**src/rtl/alu_pkg.sv**
```systemverilog
// rtl/alu_pkg.sv - shared opcodes, flag indices and FSM encoding for alu_seq
package alu_pkg;

  localparam logic [3:0] MODE_NOP    = 4'h0;
  localparam logic [3:0] MODE_ADD    = 4'h1;
  localparam logic [3:0] MODE_SUB    = 4'h2;
  localparam logic [3:0] MODE_NAND   = 4'h3;
  localparam logic [3:0] MODE_SHL    = 4'h4;
  localparam logic [3:0] MODE_SHR    = 4'h5;
  localparam logic [3:0] MODE_PASSA  = 4'h6;
  localparam logic [3:0] MODE_PASSA2 = 4'h7;
  localparam logic [3:0] MODE_PASSB  = 4'h8;

  localparam int FLAG_Z = 3;
  localparam int FLAG_N = 2;
  localparam int FLAG_C = 1;
  localparam int FLAG_V = 0;

  localparam logic [0:0] ST_IDLE  = 1'b0;
  localparam logic [0:0] ST_SHIFT = 1'b1;

  localparam logic SHIFT_LEFT  = 1'b0;
  localparam logic SHIFT_RIGHT = 1'b1;

endpackage

```
**src/rtl/alu_shifter.sv**
```systemverilog
// rtl/alu_shifter.sv - iterative one-bit-per-clock logical shifter
// done/data_out/last_out are combinational so the caller can capture the final step on the same edge.
module alu_shifter
  import alu_pkg::*;
#(
  parameter int WIDTH   = 8,
  parameter int SHAMT_W = $clog2(WIDTH)
) (
  input  logic               clk,
  input  logic               rst,
  input  logic               start,
  input  logic               dir,
  input  logic [SHAMT_W-1:0] amount,
  input  logic [WIDTH-1:0]   data_in,
  output logic               done,
  output logic [WIDTH-1:0]   data_out,
  output logic               last_out
);

  logic [WIDTH-1:0]   work;
  logic [SHAMT_W-1:0] count;
  logic               dir_q;

  assign data_out = (dir_q == SHIFT_RIGHT) ? {1'b0, work[WIDTH-1:1]} : {work[WIDTH-2:0], 1'b0};
  assign last_out = (dir_q == SHIFT_RIGHT) ? work[0] : work[WIDTH-1];
  assign done     = (count == SHAMT_W'(1));

  always_ff @(posedge clk) begin
    if (rst) begin
      work  <= '0;
      count <= '0;
      dir_q <= SHIFT_LEFT;
    end else if (start) begin
      work  <= data_in;
      count <= amount;
      dir_q <= dir;
    end else if (count != '0) begin
      work  <= data_out;
      count <= count - SHAMT_W'(1);
    end
  end

endmodule

```
**src/rtl/alu_seq.sv**
```systemverilog
// rtl/alu_seq.sv - registered WIDTH-bit ALU with valid/ready input and persistent {Z,N,C,V}
module alu_seq
  import alu_pkg::*;
#(
  parameter int WIDTH   = 8,
  parameter int SHAMT_W = $clog2(WIDTH)
) (
  input  logic             clk,
  input  logic             rst,
  input  logic             in_valid,
  output logic             in_ready,
  input  logic [3:0]       mode,
  input  logic [WIDTH-1:0] a,
  input  logic [WIDTH-1:0] b,
  output logic             out_valid,
  output logic [WIDTH-1:0] result,
  output logic [3:0]       flags
);

  logic [0:0]         state;
  logic               accept;
  logic               upd;
  logic               zn_upd;
  logic               sh_start;
  logic               sh_done;
  logic               sh_last;
  logic [WIDTH-1:0]   sh_out;
  logic [WIDTH-1:0]   res_n;
  logic [3:0]         flg_n;
  logic [WIDTH:0]     sum;
  logic [WIDTH:0]     diff;
  logic [SHAMT_W-1:0] shamt;

  assign in_ready = (state == ST_IDLE);
  assign accept   = in_valid && in_ready;
  assign shamt    = b[SHAMT_W-1:0];
  assign sum      = {1'b0, a} + {1'b0, b};
  assign diff     = {1'b0, a} - {1'b0, b};

  alu_shifter #(.WIDTH(WIDTH), .SHAMT_W(SHAMT_W)) u_shifter (
    .clk      (clk),
    .rst      (rst),
    .start    (sh_start),
    .dir      ((mode == MODE_SHR) ? SHIFT_RIGHT : SHIFT_LEFT),
    .amount   (shamt),
    .data_in  (a),
    .done     (sh_done),
    .data_out (sh_out),
    .last_out (sh_last)
  );

  always_comb begin
    upd      = 1'b0;
    zn_upd   = 1'b0;
    sh_start = 1'b0;
    res_n    = result;
    flg_n    = flags;
    if (accept) begin
      case (mode)
        MODE_ADD: begin
          upd = 1'b1; zn_upd = 1'b1;
          res_n = sum[WIDTH-1:0];
          flg_n[FLAG_C] = sum[WIDTH];
          flg_n[FLAG_V] = (a[WIDTH-1] == b[WIDTH-1]) && (sum[WIDTH-1] != a[WIDTH-1]);
        end
        MODE_SUB: begin
          upd = 1'b1; zn_upd = 1'b1;
          res_n = diff[WIDTH-1:0];
          flg_n[FLAG_C] = diff[WIDTH];
          flg_n[FLAG_V] = (a[WIDTH-1] != b[WIDTH-1]) && (diff[WIDTH-1] != a[WIDTH-1]);
        end
        MODE_NAND: begin
          upd = 1'b1; zn_upd = 1'b1;
          res_n = ~(a & b);
        end
        MODE_SHL, MODE_SHR: begin
          if (shamt == '0) begin
            upd = 1'b1; zn_upd = 1'b1;
            res_n = a;
          end else begin
            sh_start = 1'b1;
          end
        end
        MODE_PASSA, MODE_PASSA2: begin
          upd = 1'b1;
          res_n = a;
        end
        MODE_PASSB: begin
          upd = 1'b1;
          res_n = b;
        end
        default: ;
      endcase
    end
    // in_ready is low throughout SHIFT, so completion never collides with an accept
    if (state == ST_SHIFT && sh_done) begin
      upd = 1'b1; zn_upd = 1'b1;
      res_n = sh_out;
      flg_n[FLAG_C] = sh_last;
    end
    if (zn_upd) begin
      flg_n[FLAG_Z] = (res_n == '0);
      flg_n[FLAG_N] = res_n[WIDTH-1];
    end
  end

  always_ff @(posedge clk) begin
    if (rst) begin
      state     <= ST_IDLE;
      result    <= '0;
      flags     <= 4'b0000;
      out_valid <= 1'b0;
    end else begin
      out_valid <= upd;
      if (upd) begin
        result <= res_n;
        flags  <= flg_n;
      end
      if (sh_start)
        state <= ST_SHIFT;
      else if (state == ST_SHIFT && sh_done)
        state <= ST_IDLE;
    end
  end

endmodule

```
**config.mk**
```make
export PLATFORM = sky130hd
export DESIGN_NAME = alu_seq
export DESIGN_NICKNAME = d
export VERILOG_FILES = /design/src/rtl/alu_pkg.sv /design/src/rtl/alu_shifter.sv /design/src/rtl/alu_seq.sv
export SDC_FILE = /design/constraint.sdc
export NUM_CORES = 1
export LEC_CHECK = 0
export ABC_AREA = 1
export CAP_MARGIN = 20
export CORE_MARGIN = 2
export CORE_UTILIZATION = 46
export DETAILED_ROUTE_END_ITERATION = 12
export PLACE_DENSITY = 0.69
export SLEW_MARGIN = 10
export SYNTH_ARGS = -nofsm -noshare
export SYNTH_HDL_FRONTEND = slang
export SYNTH_SLANG_ARGS = --single-unit
export TNS_END_PERCENT = 10
```
**constraint.sdc**
```tcl
create_clock -name clk -period 2.8 [get_ports clk]
set_clock_uncertainty 0.05 [all_clocks]
set_input_delay 0.56 -clock clk [delete_from_list [all_inputs] [get_ports clk]]
set_output_delay 0.56 -clock clk [all_outputs]
set_load 0.01 [all_outputs]
```
==> impl_metrics.env, run 1 <==
export IMPL_overflow=0
export IMPL_place_ws_ns=-0.0791
export IMPL_cp_arrival_ns=2.79
export IMPL_cp_max_fo=4
export IMPL_synth_seq_cells=26
export IMPL_start_kind="input pin"
export IMPL_gr_usage_met3=0.0368
export IMPL_required_ns=2.97
export IMPL_cts_tree="built"
export IMPL_cts_buffers=3
export IMPL_layout_common_cells="nand2_1 (116), inv_1 (57), nand3_1 (50), nor2_1 (50), buf_4 (43)"
export IMPL_slowest_delay_ns=0.46
export IMPL_rrSetupSlack_ns=0.73
export IMPL_area_growth_pct=31.1
export IMPL_wl_per_cell_um=13.3
export IMPL_synth_area_mux_share=0.00393
export IMPL_path_cells="clkdlybuf4s50_1 > ha_1 > fa_1 > nand2_1 > nand3_1 > nand3_1 > nand3_1 > nand3_1 > nand3_1 > nand2_1 > nand2_1 > nor2_1 > nand3_1 > a21oi_2"
export IMPL_io_buffers=36
export IMPL_grt_pass1_vias=2848
export IMPL_first_iter_violations=214
export IMPL_antenna_found_initial=0
export IMPL_period_minus_slack_ns=2.62
export IMPL_synth_area_top_cells="dfxtp_1 (20%), nand2_1 (17%), ha_1 (9.8%), nand3_1 (9.8%), inv_1 (8.4%)"
export IMPL_grtUsageTotal=0.262
export IMPL_grtUsageMet2=0.447
export IMPL_htree_levels=1
export IMPL_drive_gt1_frac=0.132
export IMPL_hold_end="state"
export IMPL_synth_xor_area_frac=0.0103
export IMPL_clk_latency_ns=0.27
export IMPL_setup_tns_ns=0
export IMPL_initial_core_util=0.468
export IMPL_period_share=0.937
export IMPL_hold_start="state"
export IMPL_gp_congestion=0.958
export IMPL_r2r_start="u_shifter.count[1]"
export IMPL_setup_slack_ns=0.176
export IMPL_grt_use_met1=0.340
export IMPL_drtAntennaViolNets=0
export IMPL_yosysTopAreaCell="dfxtp_1"
export IMPL_ys_seq_area_frac=0.204
export IMPL_hold_path_depth=2
export IMPL_hold_viol=0
export IMPL_fmax_mhz=381
export IMPL_p_leak_nw=1.63
export IMPL_cp_common_cell="nand3_1"
export IMPL_synth_adder_area_share=0.114
export IMPL_worst_pin_slew_ns=0.688
export IMPL_syn_mean_instance_area_sq_um=5.88
export IMPL_core_sq_um=5440
export IMPL_maxCapViolCount=0
export IMPL_ys_warn_count=0
export IMPL_rr_endpoint="flags[3]"
export IMPL_slowest_stage="clkdlybuf4s50_1"
export IMPL_drt_total_wl_mm=7.75
export IMPL_num_rows=27
export IMPL_hpwl_mm=6.31
export IMPL_relSlewSlack=0.540
export IMPL_yosys_area_share_simple=0.400
export IMPL_nets=555
export IMPL_status="finished, final reports clean"
export IMPL_via_count=3045
export IMPL_syn_inst=433
export IMPL_synth_top_family_by_area="simple AND/OR/NAND/NOR gates"
export IMPL_hold_path_class="register to register"
export IMPL_busiest_layer="met2"
export IMPL_clk_path_buf_depth=2
export IMPL_setup_violations=0
export IMPL_p_per_area_nw_per_um2=433
export IMPL_drc=0
export IMPL_n_antenna_cell=0
export IMPL_critPathKind="input pin to register"
export IMPL_grt_start_max_net_pins=19
export IMPL_design_die_area_sq_um=6150
export IMPL_viasPerCell=5.24
export IMPL_synth_cell_types=35
export IMPL_ff2ff_path_depth=10
export IMPL_synth_fp_nets=478
export IMPL_worst_setup_path_end_kind="register"
export IMPL_syn_cell_area_sq_um=2550
export IMPL_dieWidth_um=78.4
export IMPL_drv_slew=0
export IMPL_grt_pass1_wl_mm=12.9
export IMPL_rsz0062_at_grt="false"
export IMPL_die_h_um=78.4
export IMPL_ir_worst_vdd_mv=0.394
export IMPL_first_pass_iters=5
export IMPL_synth_compound_area_frac=0.162
export IMPL_io_pins=37
export IMPL_root_buffer="clkbuf_8"
export IMPL_clkSinkCount=26
export IMPL_final_common_cell="nand2_1"
export IMPL_postCtsSetupRepairBufs=0
export IMPL_synth_top_area_frac=0.204
export IMPL_clkSlewWorstSetupHoldPaths_ns=0.09
export IMPL_total_power_mw=1.45
[cell families after synthesis]
logic type	after synthesis
xor gates and xnor gates	3
AOI/OAI and AO/OA	77
and+or+nand+nor	236
DFF	26
buffers and inverters	68
muxes	1
adders and majority gates	22
[power by group]
part / switching (mW) / internal, mW / total (mW)
Combinational: 0.405 / 0.303 / 0.708
Clock: 0.120 / 0.126 / 0.245
Sequential: 0.0462 / 0.446 / 0.492
[worst max-delay path: cells and delay by family]
| family | cells | cell delay (ns) |
|---|---|---|
| buf+inv | 1 | 0.46 |
| compound gates | 1 | 0.11 |
| fa+ha+maj | 2 | 0.61 |
| simple gates | 10 | 1.03 |
[Yosys cell counts]
cell,n
buf_6,1
o22ai_1,1
fa_1,2
nand3_2,1
inv_2,3
dfxtp_1,26
nand2_1,116
o41ai_1,1
ha_1,20
nor2_1,50
nor2_2,3
nand2_4,2
o211ai_1,2
nor3b_1,1
buf_1,1
nand4_1,2
nand2_2,5
a21oi_1,33
or2_2,3
nand3_1,50
clkbuf_1,2
nor2_4,1
inv_1,57
buf_2,3
nor3_1,1
a21oi_2,1
xor2_1,2
a31oi_1,7
o21ai_0,29
xnor2_1,1
inv_4,1
o21ai_1,1
o21bai_1,2
nand3b_1,1
mux2i_1,1
[metrics by stage]
stage	utilization	instances	area (sq um)	hold slack [ns]
after floorplan	-	433	2550	0.409
after global placement	0.604	577	3280	0.433
after detailed placement	0.604	577	3280	0.429
after CTS	0.614	581	3340	0.443
after global routing	0.614	581	3340	0.492
final	0.614	581	3340	0.439
[sequential cells by signal, summed over array words and instances (netlist names)]
name	cells
flags	4
result	8
u_shifter.count	3
out_valid	1
state	1
u_shifter.work	8
u_shifter.dir_q	1
[metal layers]
layer  share of wire  wire length [um]  up-vias
met2            0.45              3500      116
li1                -                 -     1548
met5               0                 0        -
met3           0.063               485       23
met4           0.035               268        0
met1            0.45              3490     1358
[how the worst max path moves through the flow]
stage / from / to / cells past startpoint
2_1_floorplan: a[0] / flags[3] / 14
3_3_place_gp: a[0] / flags[3] / 15
3_5_place_dp: a[0] / flags[3] / 15
4_1_cts: a[0] / flags[3] / 15
5_1_grt: a[2] / flags[0] / 13
6_report: b[0] / flags[3] / 14
[cell type report]
cell class	count	area (sq um)
tap	72	90.1
inverter	61	231
clock buffer	4	55.1
sequential	26	520
timing repair buffer	79	686
fill	547	2100
multi-input combinational	339	1760
[repair_timing]
action	CTS	global route
endpoints found under the setup margin	0	1
resized for setup	0	1
hold endpoints to repair	0	0
hold buffers	0	0
(Power assumes the default switching activity.)
==> run 2, diff against run 1 <==
==> constraint.sdc (replaced) <==
create_clock -name clk -period 2.8 [get_ports clk]
set_clock_uncertainty 0.05 [all_clocks]
set_input_delay 0.28 -clock clk [delete_from_list [all_inputs] [get_ports clk]]
set_output_delay 0.28 -clock clk [all_outputs]
set_load 0.01 [all_outputs]
==> run 2 against run 1 <==
Net effect:
- clock-buffer cell count unchanged
- core utilization down 3.8 points
- combinational power down 5.8%
- via count down 3.9%
- sequential share of layout area up 1.0 points
- largest cell class unchanged
- largest power group unchanged
==> impl_metrics.env, run 2 (synthesis results as in run 1) <==
export IMPL_period_share=0.871
export IMPL_io_buffers=36
export IMPL_clk_latency_ns=0.27
export IMPL_hpwl_mm=6.18
export IMPL_ctsResizeCount=0
export IMPL_viasPerCell=5.28
export IMPL_rrSetupSlack_ns=0.70
export IMPL_core_sq_um=5440
export IMPL_path_delay_family="simple AND/OR/NAND/NOR gates"
export IMPL_fmax_mhz=410
export IMPL_setup_tns_ns=0
export IMPL_nFillCells=574
export IMPL_fin_util=0.576
export IMPL_slowest_delay_ns=0.51
export IMPL_io_pins=37
export IMPL_cts_buffers=3
export IMPL_p_per_area_nw_per_um2=450
export IMPL_hold_buffers=0
export IMPL_rr_endpoint="flags[2]"
export IMPL_drv_slew=0
export IMPL_drc=0
export IMPL_period_minus_slack_ns=2.44
export IMPL_relSlewSlack=0.686
export IMPL_cp_arrival_ns=2.61
export IMPL_postCtsSetupRepairBufs=0
export IMPL_p_leak_nw=1.50
export IMPL_num_rows=27
export IMPL_critPathKind="input pin to register"
export IMPL_hold_viol=0
export IMPL_grt_pass1_vias=2861
export IMPL_clkSlewWorstSetupHoldPaths_ns=0.10
export IMPL_startpoint="b[0]"
export IMPL_cp_max_fo=6
export IMPL_required_ns=2.97
export IMPL_grt_start_max_net_pins=19
export IMPL_maxCapViolCount=0
export IMPL_ff2ff_path_depth=9
export IMPL_clk_path_buf_depth=2
export IMPL_cts_tree="built"
export IMPL_htree_levels=1
export IMPL_worst_path_buf_inv=1
export IMPL_final_common_cell="nand2_1"
export IMPL_status="finished, final reports clean"
export IMPL_initial_core_util=0.468
export IMPL_grt_pass1_wl_mm=12.8
export IMPL_path_cells="clkdlybuf4s50_1 > ha_1 > fa_1 > or2_2 > nand3_1 > nand2_1 > nor2_1 > nand2_1 > nand2_1 > nand2_1 > nor2_1 > nand2_1 > nor2_1 > nand3_1 > a21oi_2"
export IMPL_layout_common_cells="nand2_1 (116), inv_1 (57), nand3_1 (50), nor2_1 (50), clkdlybuf4s50_1 (36)"
export IMPL_via_count=2926
export IMPL_hold_path_class="register to register"
export IMPL_regArea_sq_um=520
export IMPL_dieWidth_um=78.4
export IMPL_first_iter_violations=225
export IMPL_start_kind="input pin"
export IMPL_gp_congestion=0.948
export IMPL_nets=528
export IMPL_slowest_stage="clkdlybuf4s50_1"
export IMPL_drtAntennaViolNets=0
export IMPL_first_pass_iters=4
export IMPL_antenna_found_initial=0
export IMPL_hold_path_depth=2
export IMPL_drt_total_wl_mm=7.69
export IMPL_top_regs="result (8), u_shifter.work (8), flags (4)"
export IMPL_multiInputGateArea_sq_um=1760
export IMPL_setup_violations=0
export IMPL_area_growth_pct=23.1
export IMPL_path_depth=15
export IMPL_clkSinkCount=26
export IMPL_overflow=0
export IMPL_worst_pin_slew_ns=0.470
export IMPL_design_die_area_sq_um=6150
export IMPL_n_antenna_cell=0
export IMPL_worst_setup_path_end_kind="register"
export IMPL_wl_per_cell_um=13.9
export IMPL_root_buffer="clkbuf_8"
export IMPL_r2r_start="u_shifter.count[1]"
export IMPL_ir_worst_vdd_mv=0.570
export IMPL_rsz0062_at_grt="false"
export IMPL_crit_path_end="flags[3]"
export IMPL_drive_gt1_frac=0.0830
export IMPL_grtUsageTotal=0.259
export IMPL_cp_common_cell="nand2_1"
export IMPL_die_h_um=78.4
run 2: changes by cell type in the layout (fill, tap and decap cells not counted):
cell / before / now
clkdlybuf4s50_1: 35 / 36
buf_4: 43 / 16
dlymetal6s2s_1: 1 / 0
run 2: final cells by class:
type / instances / area share
clock buffer: 4 / 0.0176
inverter: 61 / 0.0738
multi-input combinational: 339 / 0.561
sequential: 26 / 0.166
tap: 72 / 0.0287
timing repair buffer: 52 / 0.153
run 2: worst register-to-register path: cells and delay by family, from the launching register on:
family                     cells  cell delay, ns
DFF                            1            0.32
and+or+nand+nor                1            0.22
AOI/OAI and AO/OA              3            0.75
buffers and inverters          4            0.50
adders and majority gates      1            0.18
run 2: per-layer routing:
layer,vias up,routed length [um],GRT usage
met2,95,3590,0.436
met3,8,476,0.0333
met1,1330,3520,0.355
met5,-,0,0
li1,1493,-,-
met4,0,100,0.0596
run 2: where the power goes:
part / leakage, nW / internal, mW / switching, mW
combinational: 1.25 / 0.267 / 0.400
clock: 0.0288 / 0.126 / 0.127
sequential: 0.213 / 0.446 / 0.0470
run 2: worst min path at each step:
stage	startpoint	slack, ns	to
after floorplan	rst	0.29	flags[3]
after global placement	state	0.43	state
after detailed placement	state	0.44	state
after CTS	state	0.45	state
after global routing	flags[3]	0.47	flags[3]
final	state	0.45	state
run 2: through the flow:
stage / hold slack, ns / area [sq um] / instances / setup slack [ns] / power (mW)
after floorplan: 0.292 / 2550 / 433 / 0.799 / 0.972
after global placement: 0.427 / 3080 / 550 / 0.107 / 1.14
after detailed placement: 0.437 / 3080 / 550 / 0.123 / 1.16
after CTS: 0.450 / 3140 / 554 / 0.398 / 1.40
after global routing: 0.465 / 3140 / 554 / 0.169 / 1.53
final: 0.453 / 3140 / 554 / 0.361 / 1.41
==> patch: new RTL, config.mk and constraints of run 1 <==
`WIDTH` is set to 8 in 2 places; all go to 16.
--- a/src/rtl/alu_shifter.sv
+++ b/src/rtl/alu_shifter.sv
@@ -5,3 +5,3 @@
 #(
-  parameter int WIDTH   = 8,
+  parameter int WIDTH   = 16,
   parameter int SHAMT_W = $clog2(WIDTH)
--- a/src/rtl/alu_seq.sv
+++ b/src/rtl/alu_seq.sv
@@ -4,3 +4,3 @@
 #(
-  parameter int WIDTH   = 8,
+  parameter int WIDTH   = 16,
   parameter int SHAMT_W = $clog2(WIDTH)
Interface: changed (resized a, b and result); port bits go from 37 to 61. No check against the original RTL was run, so the function may have changed too.
==> patch against run 1 <==
Total power is 99% higher; count of clock-buffer cells in the layout increased by 2; hold slack got worse by 6.3 ps; clock power increased by 140%; setup slack lost 70 ps; sequential cell count grew 17; cell area up 120%; largest cell class unchanged; area after synthesis is 100% higher; global-route usage grew 4.9 points; routed wire length increased by 140%.
==> patch: results (changes against run 1) <==
stage,metric,value,unit,change
clock_network,worst skew pair latency,290,ps,+20 ps
global_routing,largest net degree at the start of global routing,29,,+10
pwr,Switching Power,0.00116,W,+100%
synth,Netlist cell types,42,,+20%
floorplanning,row cnt,38,,+41%
placement,Placed Area,0.00682,mm²,+110%
layout,fill count,1025,,+87%
layout,Inverters,152,,+150%
global_routing,GR Util met1,0.407,,+0.0666
global_routing,vias in the first global route,6082,,+110%
detailed_routing,WL met2,8620,µm,+150%
layout,Non-clock buffers,206,,+160%
clock_network,Num CTS Buffers,5,,+2
layout,Nets,1199,,+120%
placement,gp weighted congestion,1.01,,+5.1%
pwr,maximum vdd ir drop,0.522,mV,+33%
synth,Synth Area in Compound Gates,0.132,,-0.0296
global_routing,grt met3 use,0.0433,,+0.00649
run_status,status,"finished, final reports clean",,
clock_network,Root Buffer Master,clkbuf_8,,
layout,ClkCell Share,0.0178,,+0.00131
global_routing,Total GRT Usage,0.311,,+0.0490
global_routing,GR Util met2,0.509,,+0.0622
synth,post-synthesis mux area share,0.00194,,-0.00199
detailed_routing,initial drt markers,451,,+110%
clock_network,H-Tree Depth,2,,+1
layout,#MultiIn Comb,714,,+110%
critical_path,CP max stage delay,490,ps,+30 ps
clock_network,clk sinks,43,,+65%
layout,fraction of area in registers,0.115,,-0.0403
layout,area occupied by multi-input gates,0.00397,mm²,+130%
pwr,PwrDens,386,mW/mm²,-11%
pwr,P_clk,0.000577,W,+140%
layout,non-clk buf share,0.234,,+0.0291
critical_path,Max Fanout on Critical Path,7,,+3
synth,synth top area cells,"nand2_1 23%, dfxtp_1 17%, inv_1 11%",,
detailed_routing,routed length on met1,8220,µm,+140%
detailed_routing,Routed WL,18800,µm,+140%
synth,cell count after synthesis,944,,+120%
placement,I/O Buffers,60,,+67%
placement,DP Worst Slack,-459,ps,-380 ps
synth,xor and xnor area share after synthesis,0.00679,,-0.00352
synth,Synth Area in Adders,0.0951,,-0.0188
pwr,sequential group power,0.000796,W,+62%
detailed_routing,via count,6551,,+120%
synth,synth cell count leaders,"321 x nand2_1, 146 x inv_1, 102 x nand3_1, 89 x nor2_1, 45 x o21ai_0",,
synth,register area share after synthesis,0.167,,-0.0374
pwr,leakage power total,3.76,nW,+130%
global_routing,first-pass GRT wire length,29100,µm,+130%
## patch: critical path: cells and delay by family
kind	cells	cell delay [ps]
AOI/OAI and AO/OA	1	120
adders and majority gates	1	340
and+or+nand+nor	12	1160
buffers and inverters	3	710
## patch: final timing paths
check                                   startpoint            endpoint  slack (ps)  cells after the start
worst max register to register  u_shifter.count[1]            flags[3]         480                     10
worst max-delay path                          b[5]            flags[3]         110                     17
worst min-delay path            u_shifter.work[11]  u_shifter.work[11]         430                      2
worst min register to register  u_shifter.work[11]  u_shifter.work[11]         430                      2
## patch: metrics by stage
stage	utilization	hold WS [ps]
2_1_floorplan	-	404
3_3_place_gp	0.627	415
3_5_place_dp	0.627	421
4_1_cts	0.642	434
5_1_grt	0.685	464
6_report	0.685	433
## patch: timing repair
item / in CTS / in global routing
endpoints found under the setup margin: 1 / 5
buffers inserted: 2 / 5
gates resized for setup: 10 / 106
pin swaps: 5 / 24
